## src/rtl/quadrilatero_instr_pkg.sv

```systemverilog
// Quadrilatero matrix instruction encodings (custom-1 opcode), as casez patterns.
package quadrilatero_instr_pkg;

  // Fields: funct7 | rs2 | rs1 | funct3 | rd | opcode
  localparam logic [31:0] MMAQA_B  = 32'b0000000_?????_?????_000_?????_0101011;
  localparam logic [31:0] MMADA_H  = 32'b0000001_?????_?????_000_?????_0101011;
  localparam logic [31:0] MMASA_W  = 32'b0000010_?????_?????_000_?????_0101011;
  localparam logic [31:0] FMMACC_B = 32'b0000100_?????_?????_000_?????_0101011;
  localparam logic [31:0] FMMACC_H = 32'b0000101_?????_?????_000_?????_0101011;
  localparam logic [31:0] FMMACC_S = 32'b0000110_?????_?????_000_?????_0101011;
  localparam logic [31:0] MZERO    = 32'b0001000_?????_?????_000_?????_0101011;
  localparam logic [31:0] MLD_W    = 32'b0000000_?????_?????_001_?????_0101011;
  localparam logic [31:0] MST_B    = 32'b0000000_?????_?????_010_?????_0101011;
  localparam logic [31:0] MST_H    = 32'b0000001_?????_?????_010_?????_0101011;
  localparam logic [31:0] MST_W    = 32'b0000010_?????_?????_010_?????_0101011;
  localparam logic [31:0] MCFG     = 32'b0000000_?????_?????_011_?????_0101011;
  localparam logic [31:0] MCFGK    = 32'b0000001_?????_?????_011_?????_0101011;
  localparam logic [31:0] MCFGKI   = 32'b0000010_?????_?????_011_?????_0101011;
  localparam logic [31:0] MCFGM    = 32'b0000011_?????_?????_011_?????_0101011;
  localparam logic [31:0] MCFGMI   = 32'b0000100_?????_?????_011_?????_0101011;
  localparam logic [31:0] MCFGN    = 32'b0000101_?????_?????_011_?????_0101011;
  localparam logic [31:0] MCFGNI   = 32'b0000110_?????_?????_011_?????_0101011;

endpackage

```

## src/rtl/xif_pkg.sv

```systemverilog
// Response type of the core-V eXtension interface issue port.
package xif_pkg;

  typedef struct packed {
    logic       accept;
    logic       writeback;
    logic       dualwrite;
    logic [2:0] dualread;
    logic       loadstore;
    logic       ecswrite;
    logic       exc;
  } x_issue_resp_t;

endpackage

```

## src/rtl/quadrilatero_pkg.sv

```systemverilog
// Shared quadrilatero types: instruction classes, issue-queue entry, default response.
package quadrilatero_pkg;

  localparam int unsigned MAX_ID_WIDTH = 16;

  typedef enum logic [2:0] {
    NONE, MAC, FMAC, LOAD, STORE, ZERO, CFG
  } instr_class_e;

  // Ids narrower than MAX_ID_WIDTH are stored zero-extended.
  typedef struct packed {
    logic [31:0]             instr;
    logic [MAX_ID_WIDTH-1:0] id;
    instr_class_e            cls;
    logic                    committed;
    logic                    killed;
  } queue_entry_t;

  localparam xif_pkg::x_issue_resp_t ISSUE_RESP_DEFAULT = '0;

endpackage

```

## src/rtl/quadrilatero_xif_issue_stage_if.sv

```systemverilog
// Issue / commit / dispatch bundle of the quadrilatero XIF issue stage.
interface quadrilatero_xif_issue_stage_if #(
  parameter int unsigned ID_WIDTH = 4
);
  import quadrilatero_pkg::*;

  // Issue and dispatch transfer on a clock edge where valid & ready are both high;
  // valid never depends on ready, and the dispatch fields are held while valid waits.
  logic                    issue_valid_i;
  logic                    issue_ready_o;
  logic [31:0]             issue_instr_i;
  logic [ID_WIDTH-1:0]     issue_id_i;
  xif_pkg::x_issue_resp_t  issue_resp_o;
  logic                    commit_valid_i;
  logic [ID_WIDTH-1:0]     commit_id_i;
  logic                    commit_kill_i;
  logic                    disp_valid_o;
  logic                    disp_ready_i;
  logic [31:0]             disp_instr_o;
  logic [ID_WIDTH-1:0]     disp_id_o;
  instr_class_e            disp_class_o;

  modport master (
    output issue_valid_i, issue_instr_i, issue_id_i,
    output commit_valid_i, commit_id_i, commit_kill_i, disp_ready_i,
    input  issue_ready_o, issue_resp_o,
    input  disp_valid_o, disp_instr_o, disp_id_o, disp_class_o
  );

  modport slave (
    input  issue_valid_i, issue_instr_i, issue_id_i,
    input  commit_valid_i, commit_id_i, commit_kill_i, disp_ready_i,
    output issue_ready_o, issue_resp_o,
    output disp_valid_o, disp_instr_o, disp_id_o, disp_class_o
  );

endinterface

```

## src/rtl/quadrilatero_instr_classifier.sv

```systemverilog
// Combinational decode of an offloaded word into class and XIF issue response.
// MCFG* encodings are recognised only when QUADRILATERO_MCFG_EN is defined.
module quadrilatero_instr_classifier
  import quadrilatero_pkg::*;
  import quadrilatero_instr_pkg::*;
#(
  parameter bit FP_EN = 1'b1
) (
  input  logic [31:0]            instr_i,
  output instr_class_e           class_o,
  output xif_pkg::x_issue_resp_t resp_o
);

  instr_class_e cls;

  always_comb begin
    cls = NONE;
    casez (instr_i)
      MMAQA_B, MMADA_H, MMASA_W:    cls = MAC;
      FMMACC_B, FMMACC_H, FMMACC_S: cls = FMAC;
      MZERO:                        cls = ZERO;
      MLD_W:                        cls = LOAD;
      MST_B, MST_H, MST_W:          cls = STORE;
`ifdef QUADRILATERO_MCFG_EN
      MCFG, MCFGK, MCFGKI, MCFGM, MCFGMI, MCFGN, MCFGNI: cls = CFG;
`endif
      default:                      cls = NONE;
    endcase
  end

  always_comb begin
    resp_o = ISSUE_RESP_DEFAULT;
    if (cls != NONE && !(cls == FMAC && !FP_EN)) begin
      resp_o.accept    = 1'b1;
      resp_o.loadstore = (cls == LOAD) || (cls == STORE);
      resp_o.writeback = (cls == CFG);
    end
  end

  assign class_o = cls;

endmodule

```

## src/rtl/quadrilatero_xif_issue_stage.sv

```systemverilog
// XIF issue stage: classifies offloads, queues accepted ones in order, and dispatches
// committed heads. QUADRILATERO_MCFG_EN enables the MCFG* configuration class.
module quadrilatero_xif_issue_stage
  import quadrilatero_pkg::*;
#(
  parameter int unsigned DEPTH    = 4,
  parameter int unsigned ID_WIDTH = 4,
  parameter bit          FP_EN    = 1'b1
) (
  input  logic                     clk_i,
  input  logic                     rst_ni,
  quadrilatero_xif_issue_stage_if.slave xif,
  output logic [$clog2(DEPTH):0]   outstanding_o
);

  localparam int unsigned PTR_W = $clog2(DEPTH);
  localparam int unsigned CNT_W = PTR_W + 1;

  queue_entry_t           q [DEPTH];
  logic [DEPTH-1:0]       q_valid;
  logic [PTR_W-1:0]       wr_ptr, rd_ptr;
  logic [CNT_W-1:0]       count;

  instr_class_e           cls;
  xif_pkg::x_issue_resp_t resp;
  logic                   push, pop, kill_pop, disp_valid, new_commit;
  logic [MAX_ID_WIDTH-1:0] commit_id_ext, issue_id_ext;

  quadrilatero_instr_classifier #(.FP_EN(FP_EN)) u_classifier (
    .instr_i (xif.issue_instr_i),
    .class_o (cls),
    .resp_o  (resp)
  );

  assign commit_id_ext = MAX_ID_WIDTH'(xif.commit_id_i);
  assign issue_id_ext  = MAX_ID_WIDTH'(xif.issue_id_i);

  assign xif.issue_resp_o  = resp;
  assign xif.issue_ready_o = (count < CNT_W'(DEPTH));
  assign push = xif.issue_valid_i & xif.issue_ready_o & resp.accept;

  // A killed head is dropped silently; only a committed, live head is offered.
  assign kill_pop   = q_valid[rd_ptr] & q[rd_ptr].killed;
  assign disp_valid = q_valid[rd_ptr] & q[rd_ptr].committed & ~q[rd_ptr].killed;
  assign pop        = kill_pop | (disp_valid & xif.disp_ready_i);

  // A commit naming the id being pushed this cycle lands on the new entry.
  assign new_commit = xif.commit_valid_i && (commit_id_ext == issue_id_ext);

  assign xif.disp_valid_o = disp_valid;
  assign xif.disp_instr_o = q[rd_ptr].instr;
  assign xif.disp_id_o    = q[rd_ptr].id[ID_WIDTH-1:0];
  assign xif.disp_class_o = q[rd_ptr].cls;
  assign outstanding_o    = count;

  always_ff @(posedge clk_i or negedge rst_ni) begin
    if (!rst_ni) begin
      for (int i = 0; i < DEPTH; i++) q[i] <= '0;
      q_valid <= '0;
      wr_ptr  <= '0;
      rd_ptr  <= '0;
      count   <= '0;
    end else begin
      for (int i = 0; i < DEPTH; i++) begin
        if (q_valid[i] && xif.commit_valid_i && (q[i].id == commit_id_ext)) begin
          q[i].committed <= 1'b1;
          q[i].killed    <= xif.commit_kill_i;
        end
      end
      if (pop) begin
        q_valid[rd_ptr] <= 1'b0;
        rd_ptr          <= rd_ptr + PTR_W'(1);
      end
      if (push) begin
        q[wr_ptr].instr     <= xif.issue_instr_i;
        q[wr_ptr].id        <= issue_id_ext;
        q[wr_ptr].cls       <= cls;
        q[wr_ptr].committed <= new_commit;
        q[wr_ptr].killed    <= new_commit & xif.commit_kill_i;
        q_valid[wr_ptr]     <= 1'b1;
        wr_ptr              <= wr_ptr + PTR_W'(1);
      end
      count <= count + CNT_W'(push) - CNT_W'(pop);
    end
  end

endmodule

```

## src/flat_wrapper.sv

```systemverilog
// flat-port wrapper written by rule: the top's interface ports become plain ports
module quadrilatero_xif_issue_stage_flat import quadrilatero_pkg::*;
#(
  parameter int unsigned DEPTH    = 4,
  parameter int unsigned ID_WIDTH = 4,
  parameter bit          FP_EN    = 1'b1
)
  (clk_i, rst_ni, outstanding_o, xif_issue_valid_i, xif_issue_instr_i, xif_issue_id_i, xif_commit_valid_i, xif_commit_id_i, xif_commit_kill_i, xif_disp_ready_i, xif_issue_ready_o, xif_issue_resp_o, xif_disp_valid_o, xif_disp_instr_o, xif_disp_id_o, xif_disp_class_o);
  quadrilatero_xif_issue_stage_if #(.ID_WIDTH(ID_WIDTH)) xif_i ();
  input  logic clk_i;
  input  logic rst_ni;
  output logic [$clog2(DEPTH):0] outstanding_o;
  input wire logic [$bits(xif_i.issue_valid_i)-1:0] xif_issue_valid_i;
  input wire logic [$bits(xif_i.issue_instr_i)-1:0] xif_issue_instr_i;
  input wire logic [$bits(xif_i.issue_id_i)-1:0] xif_issue_id_i;
  input wire logic [$bits(xif_i.commit_valid_i)-1:0] xif_commit_valid_i;
  input wire logic [$bits(xif_i.commit_id_i)-1:0] xif_commit_id_i;
  input wire logic [$bits(xif_i.commit_kill_i)-1:0] xif_commit_kill_i;
  input wire logic [$bits(xif_i.disp_ready_i)-1:0] xif_disp_ready_i;
  output wire logic [$bits(xif_i.issue_ready_o)-1:0] xif_issue_ready_o;
  output wire logic [$bits(xif_i.issue_resp_o)-1:0] xif_issue_resp_o;
  output wire logic [$bits(xif_i.disp_valid_o)-1:0] xif_disp_valid_o;
  output wire logic [$bits(xif_i.disp_instr_o)-1:0] xif_disp_instr_o;
  output wire logic [$bits(xif_i.disp_id_o)-1:0] xif_disp_id_o;
  output wire logic [$bits(xif_i.disp_class_o)-1:0] xif_disp_class_o;
  assign xif_i.issue_valid_i = xif_issue_valid_i;
  assign xif_i.issue_instr_i = xif_issue_instr_i;
  assign xif_i.issue_id_i = xif_issue_id_i;
  assign xif_i.commit_valid_i = xif_commit_valid_i;
  assign xif_i.commit_id_i = xif_commit_id_i;
  assign xif_i.commit_kill_i = xif_commit_kill_i;
  assign xif_i.disp_ready_i = xif_disp_ready_i;
  assign xif_issue_ready_o = xif_i.issue_ready_o;
  assign xif_issue_resp_o = xif_i.issue_resp_o;
  assign xif_disp_valid_o = xif_i.disp_valid_o;
  assign xif_disp_instr_o = xif_i.disp_instr_o;
  assign xif_disp_id_o = xif_i.disp_id_o;
  assign xif_disp_class_o = xif_i.disp_class_o;
  quadrilatero_xif_issue_stage #(.DEPTH(DEPTH), .ID_WIDTH(ID_WIDTH), .FP_EN(FP_EN)) u_core (.clk_i(clk_i), .rst_ni(rst_ni), .xif(xif_i), .outstanding_o(outstanding_o));
endmodule
```

## config.mk

```make
export PLATFORM = sky130hd
export DESIGN_NAME = quadrilatero_xif_issue_stage_flat
export DESIGN_NICKNAME = d
export VERILOG_FILES = /design/src/rtl/quadrilatero_instr_pkg.sv /design/src/rtl/xif_pkg.sv /design/src/rtl/quadrilatero_pkg.sv /design/src/rtl/quadrilatero_xif_issue_stage_if.sv /design/src/rtl/quadrilatero_instr_classifier.sv /design/src/rtl/quadrilatero_xif_issue_stage.sv /design/src/flat_wrapper.sv
export SDC_FILE = /design/constraint.sdc
export NUM_CORES = 1
export LEC_CHECK = 0
export ABC_AREA = 1
export CORE_ASPECT_RATIO = 0.9
export CORE_MARGIN = 4
export CORE_UTILIZATION = 60
export DETAILED_ROUTE_END_ITERATION = 8
export PLACE_DENSITY = 0.83
export SLEW_MARGIN = 5
export SYNTH_ARGS = -nofsm -noshare
export SYNTH_HDL_FRONTEND = slang
export SYNTH_HIERARCHICAL = 1
export SYNTH_SLANG_ARGS = --single-unit
```

## constraint.sdc

```tcl
create_clock -name clk_i -period 5.9 [get_ports clk_i]
set_input_delay 0.885 -clock clk_i [delete_from_list [all_inputs] [get_ports clk_i]]
set_output_delay 0.885 -clock clk_i [all_outputs]
set_load 0.02 [all_outputs]
```

* Word-level counts from Yosys, hierarchy flattened
Index checks and enable logic that the tools add are counted.
Storage, ports and cells: bits in registers 223
Cells by class: add/sub/neg operators 4, magnitude comparators 8, equality and inequality tests 19, multiplexer cells 34, bitwise gates (word level) 14, reductions and logical operators 17
Operators by type and width (count):
- $bwmux W212 | 5
- $demux W53 S2 | 5
- $mux W161 | 1
- $mux W53 | 3
- $bmux W53 S2 | 1
- $eq A16 B4 Y1 | 4
- $eq A17 B13 Y1 const B | 3
- $eq A17 B11 Y1 const B | 2
- $eq A17 B12 Y1 const B | 2
- $mux W21 | 1
- $eq A17 B14 Y1 const B | 1
- $eq A17 B6 Y1 const B | 1
- $eq A17 B8 Y1 const B | 1
- $eq A17 B9 Y1 const B | 1
- $pmux W3 S5 | 1
- $logic_and A1 B1 Y1 | 12
- $mux W2 | 6
- $reduce_or A3 Y1 | 3
- $mux W4 | 2
- $and A1 B1 Y1 | 7
- $eq A3 B3 Y1 const B | 2
- $ge A3 B3 Y1 const B | 2
- $lt A2 B3 Y1 const B | 2
- $not A2 Y3 | 2
- 19 further kinds | 26

* Depth between registers and ports, before layout
Gate-level depths: netlist of the first run.
depth in word-level cells 11, mapped depth 15

* Modules after synthesis
Netlist of the first run, hierarchy kept.
Modules (own cells, without submodules):
- quadrilatero_xif_issue_stage | instances 1, cells an instance 1159, area an instance 9803.2 µm², seq. area each 5580.4 µm²
- quadrilatero_instr_classifier | instances 1, cells an instance 66, area an instance 330.3 µm², seq. area each 0.0 µm²

* Least setup slack after synthesis of the first run
Ideal clock, no wire load.
path kind input -> register, from in xif_issue_instr_i[31], to reg u_core.count[2] (netlist: u_core/outstanding_o[2]), data arrival time 2.914 ns, path slack 2.854 ns, stages 14, path buffers 0, cells stage by stage nor2_2 > inv_2 > nor2_4 > nand4_1 > nand2_2 > inv_2 > nand4_1 > nand3_2 > ha_1 > inv_1 > ha_1 > fa_1 > xnor2_1 > xor2_1
On the way: word-level cells in the longest chain between the ends 8, elaborated cells between the ends (all ways) 20, classes of those cells add/sub: 2; eq/ne: 11; mux: 2; bitwise: 1; reduce/logical: 4
RTL lines:
- start, declared | line flat_wrapper.sv:14 | input wire logic [$bits(xif_i.issue_instr_i)-1:0] xif_issue_instr_i;
- $eq A17 B9 Y1, or another cell as far along | line quadrilatero_instr_classifier.sv:18 | casez (instr_i)
- $reduce_or A3 Y1 | line quadrilatero_instr_classifier.sv:18
- $pmux W3 S5 (*) | line quadrilatero_instr_classifier.sv:18
- named net u_core.cls[1] | line quadrilatero_xif_issue_stage.sv:24 | instr_class_e cls;
- $reduce_bool A3 Y1 (*) | line quadrilatero_instr_classifier.sv:33 | if (cls != NONE && !(cls == FMAC && !FP_EN)) begin
- $mux W2 (*) | line quadrilatero_instr_classifier.sv:33
- named net xif_issue_resp_o[8] | line flat_wrapper.sv:21 | output wire logic [$bits(xif_i.issue_resp_o)-1:0] xif_issue_resp_o;
- $and A1 B1 Y1 (*) | line quadrilatero_xif_issue_stage.sv:40 | assign push = xif.issue_valid_i & xif.issue_ready_o & resp.accept;
- $add A3 B1 Y3 (*) | line quadrilatero_xif_issue_stage.sv:83 | count <= count + CNT_W'(push) - CNT_W'(pop);
- $sub A3 B1 Y3 (*) | line quadrilatero_xif_issue_stage.sv:83
- end signal, assigned | line quadrilatero_xif_issue_stage.sv:83
- end, declared | line quadrilatero_xif_issue_stage.sv:22 | logic [CNT_W-1:0] count;
Mark *: on every way through the listed nets, which the timed path passes. The rest lies on a longest branch. A chain may end at the register's enable or synchronous reset.

* Worst setup path after layout of the first run
from reg u_core.rd_ptr[0], to out xif_disp_valid_o
On the way: word-level cells in the longest chain between the ends 6, elaborated cells between the ends (all ways) 9, classes of those cells mux: 5; bitwise: 4
RTL lines:
- start, declared | line quadrilatero_xif_issue_stage.sv:21 | logic [PTR_W-1:0] wr_ptr, rd_ptr;
- start signal, assigned | line quadrilatero_xif_issue_stage.sv:72 | rd_ptr <= rd_ptr + PTR_W'(1);
- $not A2 Y3 (implied by the code) | line quadrilatero_xif_issue_stage.sv:44 | assign disp_valid = q_valid[rd_ptr] & q[rd_ptr].committed & ~q[rd_ptr].killed;
- $bmux W53 S2 | line quadrilatero_xif_issue_stage.sv:44
- $mux W53 (2 in a row)
- $and A1 B1 Y1 or $not A1 Y1 (tied branches) | line quadrilatero_xif_issue_stage.sv:44
- $and A1 B1 Y1 (*) | line quadrilatero_xif_issue_stage.sv:44
- end, declared | line flat_wrapper.sv:22 | output wire logic [$bits(xif_i.disp_valid_o)-1:0] xif_disp_valid_o;
Mark *: on every way between the ends. The rest lies on a longest branch, timed or not. The select of a mux whose other input is x is not followed.

==> results.toml, run 1 <==
[setup_path]
ff2ff_setup_slack_ns = 2.76
slowest_stage = "inv_2"
cp-start-kind = "register"
critPathKind = "reg2out"
r2r_cells = 11
critPathTopFamily = "buffers and inverters"
crit_path_max_incr_delay_ns = 0.75
path_cells = "inv_2, nand2_1, a32oi_4, nand3_1, a21oi_1, clkdlybuf4s50_1"
crit_cells = 6
endpoint_kind = "output port"
path_max_fanout = 60
cp.arrival_ns = 3.18
crit_required_ns = 5.02
worst-path-buf-inv = 2

[synthesis]
async_flop_share_pct = 100
synthFlopType = "dfrtp_1"
synth_area_per_cell_um2 = 8.27
synth_edf_count = 0
synth_cell_types = 32
syn_inst = 1225
yosys_warnings = 6
synth_area_mm2 = 0.0101
ys_seq_area_share_pct = 55.1
synth-seq-cells = 223

[detailed_routing]
firstDrtPassIters = 6
route.detailed.drc = 0
wirelength_um = 23500
viasPerCell = 5.54
wire_per_inst_um = 15.6
drt-initial-drc-count = 764
drtAntennaViolNets = 0
vias = 8354

[floorplanning]
fp.coreArea_mm2 = 0.0164
io_pins = 99
die-height_um = 131
fp.dieArea_mm2 = 0.0190
start_util_pct = 62.0
die_w_um = 145
rows = 44

[finish]
area_growth_pct = 16.3
drive_gt1_share_pct = 6.61
fin_nets = 1344
antenna_cells = 0

[global_routing]
grt_pass1_wl_um = 39700
grt_overflow = 0
antenna_found_initial = 0
track_usage_pct = 24.7
grt_pass1_vias = 8134
grt_max_degree = 123

[power_and_ir_drop]
power_frac_comb_pct = 3.6
peakVddDrop_mv = 0.243
p_sw_mw = 0.647
p_int_mw = 2.35
p_per_area_mw_per_mm2 = 254
seqPwrFrac_pct = 51.1
total_power_mw = 2.99
switching_share_pct = 21.6
pwr-share-clk_pct = 45.3
p_leak_nw = 5.59

[clock_tree]
cts-root-buf = "clkbuf_16"
cts_buffers = 23
ctsResizeCount = 0
clock_latency_ns = 0.50
clkTransAtPathRegs_ns = 0.06
cts_tree = "built"
cts.hold.buffers_added = 0
cts_setup_buffers = 0
cts_buffer_depth = 3
clock-sinks = 223
cts_max_level = 1

[timing]
worstMarginPinSlew_ns = 1.12
layout_min_cycle_time_ns = 4.06
fmax_mhz = 246
finClkSkew_ns = 0.00819
hold_slack_ns = 0.479
grt_setup_unrepaired = "false"
maxSlewViolCount = 0
relSlewSlack_pct = 24.8
min_period_over_period_pct = 68.9
final-hold-violation-count = 0
setup_viol = 0
fin_setup_tns_ns = 0

[hold_path]
min_path_type = "reg2reg"
min_path_cells = 2

[job]
cap_violations = 0

[placement]
port_buffers = 91
place_congestion = 0.852
detailed_place_hpwl_um = 14200

[status]
outcome = "finished, final reports clean"
-- per-stage QoR --
step                      utilization (%)  worst slack, ns  area [µm²]  instances
after floorplan                         -             2.85       10200       1231
after global placement               67.8             2.00       11100       1469
after detailed placement             67.8             1.83       11100       1469
after CTS                            72.1             1.80       11800       1509
after global routing                 72.1             1.62       11800       1509
final                                72.1             1.84       11800       1509
-- final cells by class --
class / instances / area (µm²)
repair buffers: 100 / 982
clock buffers: 33 / 663
clock inverters: 7 / 43.8
well taps: 207 / 259
flip-flops and latches: 223 / 5580
inverters: 136 / 510
fillers: 1211 / 4560
multi-input cells: 803 / 3750
-- worst register-to-register path, delay by kind of cell, from the launching register on --
family          cells  cell delay (ns)
fa+ha+maj           3             0.73
buf+inv             3             0.89
compound gates      1             0.35
simple gates        2             0.33
flops               1             0.40
xor+xnor            2             0.36
-- cells in the mapped netlist, types with 2 or more instances --
library cell | n | share of area, %
o21ai_0 | 239 | 12
buf_6 | 2 | 0.22
dfrtp_1 | 223 | 55
nand3_1 | 28 | 1.4
ha_1 | 10 | 1.2
clkbuf_1 | 47 | 1.7
nor2_1 | 168 | 6.2
o22ai_1 | 39 | 2.4
nand2_1 | 254 | 9.4
or2_1 | 4 | 0.25
nor2_2 | 6 | 0.37
nand4_1 | 4 | 0.25
inv_1 | 122 | 4.5
buf_2 | 12 | 0.59
a21oi_1 | 12 | 0.59
xor2_1 | 3 | 0.26
buf_4 | 7 | 0.52
a21oi_2 | 2 | 0.17
or2_2 | 3 | 0.19
nor3_1 | 2 | 0.099
nand3_2 | 3 | 0.30
nand2_2 | 8 | 0.49
xnor2_1 | 5 | 0.43
inv_2 | 14 | 0.52
-- logic make-up after synthesis --
family          after synthesis  synth area share (%)
compound gates              294                  15.3
other cells                   1                0.0370
simple gates                483                  19.3
fa+ha+maj                    11                  1.43
xor+xnor                      8                 0.691
buf+inv                     205                  8.15
flops                       223                  55.1
-- placed cells by master (no fill, tap or decap), types with 9 or more instances in the layout --
master and count:
a21oi_1 12, buf_4 9, ha_1 10, dfrtp_1 222, nand3_1 28, inv_1 122
inv_2 14, clkdlybuf4s50_1 90, nand2_1 254, clkbuf_16 23, o21ai_0 239, nor2_1 168
o22ai_1 39
-- worst paths after layout --
path | start | to
setup reg to reg | u_core/rd_ptr[0] | u_core/outstanding_o[2]
min in group asynchronous | rst_ni | asynchronous set/reset pin
hold reg to reg | register | register
max in group asynchronous | rst_ni | asynchronous set/reset pin
setup / recovery | u_core/rd_ptr[0] | xif_disp_valid_o
hold / removal | register | register
-- power groups by stage --
| stage | clock, mW | combinational [mW] | sequential (mW) |
|---|---|---|---|
| final | 1.36 | 0.106 | 1.53 |
| after global placement | 0 | 0.107 | 1.56 |
| after CTS | 1.39 | 0.108 | 1.53 |
| after floorplan | 0 | 0.0343 | 1.56 |
| after detailed placement | 0 | 0.107 | 1.56 |
| after global routing | 1.46 | 0.119 | 1.53 |
-- per-layer routing --
metal  track usage, %  wire [µm]
met5                0          0
met3             3.86       1290
met4             8.39        682
met1             33.8      10200
met2             40.8      11400
Power figures use the tool's default switching activity.
==> run 2: changes to the inputs <==
Settings changed: CORE_UTILIZATION 60 to 57, PLACE_DENSITY 0.83 to 0.8.
Clock period 5.9 ns to 4.16 ns, I/O delays scaled along.
==> results.toml, run 2 (synthesis results as in run 1) <==
[timing]
min_period_over_period_pct = 86.7
hold_slack_ns = 0.155
fmax_mhz = 277
grt_setup_unrepaired = "false"
layout_min_cycle_time_ns = 3.61
setup_viol = 0
fin_setup_tns_ns = 0
final-hold-violation-count = 0
relSlewSlack_pct = 56.0
worstMarginPinSlew_ns = 0.659
maxSlewViolCount = 0
finClkSkew_ns = 0.0185

[detailed_routing]
viasPerCell = 5.42
route.detailed.drc = 0
wirelength_um = 23700
firstDrtPassIters = 7
drtAntennaViolNets = 0
vias = 8352
wire_per_inst_um = 15.4
drt-initial-drc-count = 723

[job]
cap_violations = 0

[global_routing]
track_usage_pct = 23.9
grt_pass1_wl_um = 39400
use_met1_pct = 33.5
use_met3_pct = 3.72
grt_pass1_vias = 8046
grt_use_met2_pct = 39.8
grt_max_degree = 80
grt_overflow = 0
antenna_found_initial = 0
grt_busiest_layer = "met2"

[setup_path]
critPathKind = "reg2out"
r2r-start = "u_core/rd_ptr[0]"
crit_required_ns = 3.54
startpoint = "u_core/rd_ptr[0]"
path_max_fanout = 29
cp.arrival_ns = 2.98
cp-start-kind = "register"
endpoint_kind = "output port"
r2r_cells = 13

[placement]
port_buffers = 91
place_congestion = 0.850
placed_area_mm2 = 0.0112
detailed_place_hpwl_um = 15000

[clock_tree]
clkTransAtPathRegs_ns = 0.06
cts_buffer_depth = 3
clock-sinks = 223
cts-root-buf = "clkbuf_16"
cts_setup_buffers = 0
cts_max_level = 1
cts_tree = "built"
cts.hold.buffers_added = 0
ctsResizeCount = 0
clock_latency_ns = 0.51
cts_buffers = 22

[floorplanning]
rows = 45
start_util_pct = 59.0
fp.coreArea_mm2 = 0.0172
die-height_um = 134
fp.dieArea_mm2 = 0.0200
die_w_um = 149
io_pins = 99

[status]
outcome = "finished, final reports clean"

[finish]
fin_area_mm2 = 0.0119
area_growth_pct = 17.4
fillerInstances = 1340
layout_commonest_cell = "nand2_1"
fin_nets = 1349
drive_gt1_share_pct = 6.89
final_cell_mix = "nand2_1 (254), o21ai_0 (239), dfrtp_1 (222)"
antenna_cells = 0

[power_and_ir_drop]
p_per_area_mw_per_mm2 = 359
total_power_mw = 4.27
peakVddDrop_mv = 0.317
p_leak_nw = 5.63

[hold_path]
min_path_type = "in2async"
## run 2: changes by cell type in the layout (fill, tap and decap cells not counted), sizes merged
cell	change
buf	+6
clkinvlp	-2
bufinv	+1
clkinv	+1
inv	-1
## run 2: critical path, stage by stage (launching register included)
cell and delay, ns:
dfrtp_2 0.61, inv_2 0.42, nand2_1 0.17, a32oi_4 0.34, nand3_1 0.11, a21oi_1 0.19
clkdlybuf4s50_1 0.64
## run 2: path summary, 6_finish.rpt
check	endpoint	slack, ns
min in group clk_i	register	0.48
worst min register to register	register	0.48
worst max-delay path	xif_disp_valid_o	0.55
worst min-delay path	u_core/q[179]	0.16
worst max register to register	u_core/outstanding_o[2]	1.16
max in group asynchronous	asynchronous set/reset pin	3.07
## run 2: where the power goes
part / internal (mW) / switching [mW] / leakage [nW] / total, mW
logic: 0.0534 / 0.101 / 2.46 / 0.154
registers: 2.17 / 0 / 2.82 / 2.17
clock network: 1.13 / 0.813 / 0.351 / 1.94
## run 2: through the flow
stage          instances  worst slack (ns)  util (%)
2_1_floorplan       1231              1.37         -
3_3_place_gp        1503             0.842      65.2
3_5_place_dp        1503             0.782      65.2
4_1_cts             1542             0.571      69.3
5_1_grt             1542             0.356      69.3
6_report            1542             0.553      69.3
## run 2: routing by layer
metal	part of all wire (%)	routed length [µm]
met1	44	10300
met2	48	11300
met3	6.4	1510
met4	2.4	570
met5	0	0
## run 2: cell type report
cell class              count  area [µm²]  area share, %
flip-flops and latches    223        5580           46.9
well taps                 235         294           2.47
repair buffers            106        1050           8.85
multi-input cells         803        3750           31.5
clock buffers              33         642           5.40
inverters                 136         510           4.29
clock inverters             6        66.3          0.557
==> run 3: changes to the inputs <==
Settings changed: SLEW_MARGIN 5 to 15.
==> results of run 3 <==
The final DEF is identical to that of run 2; final timing and power are the same.
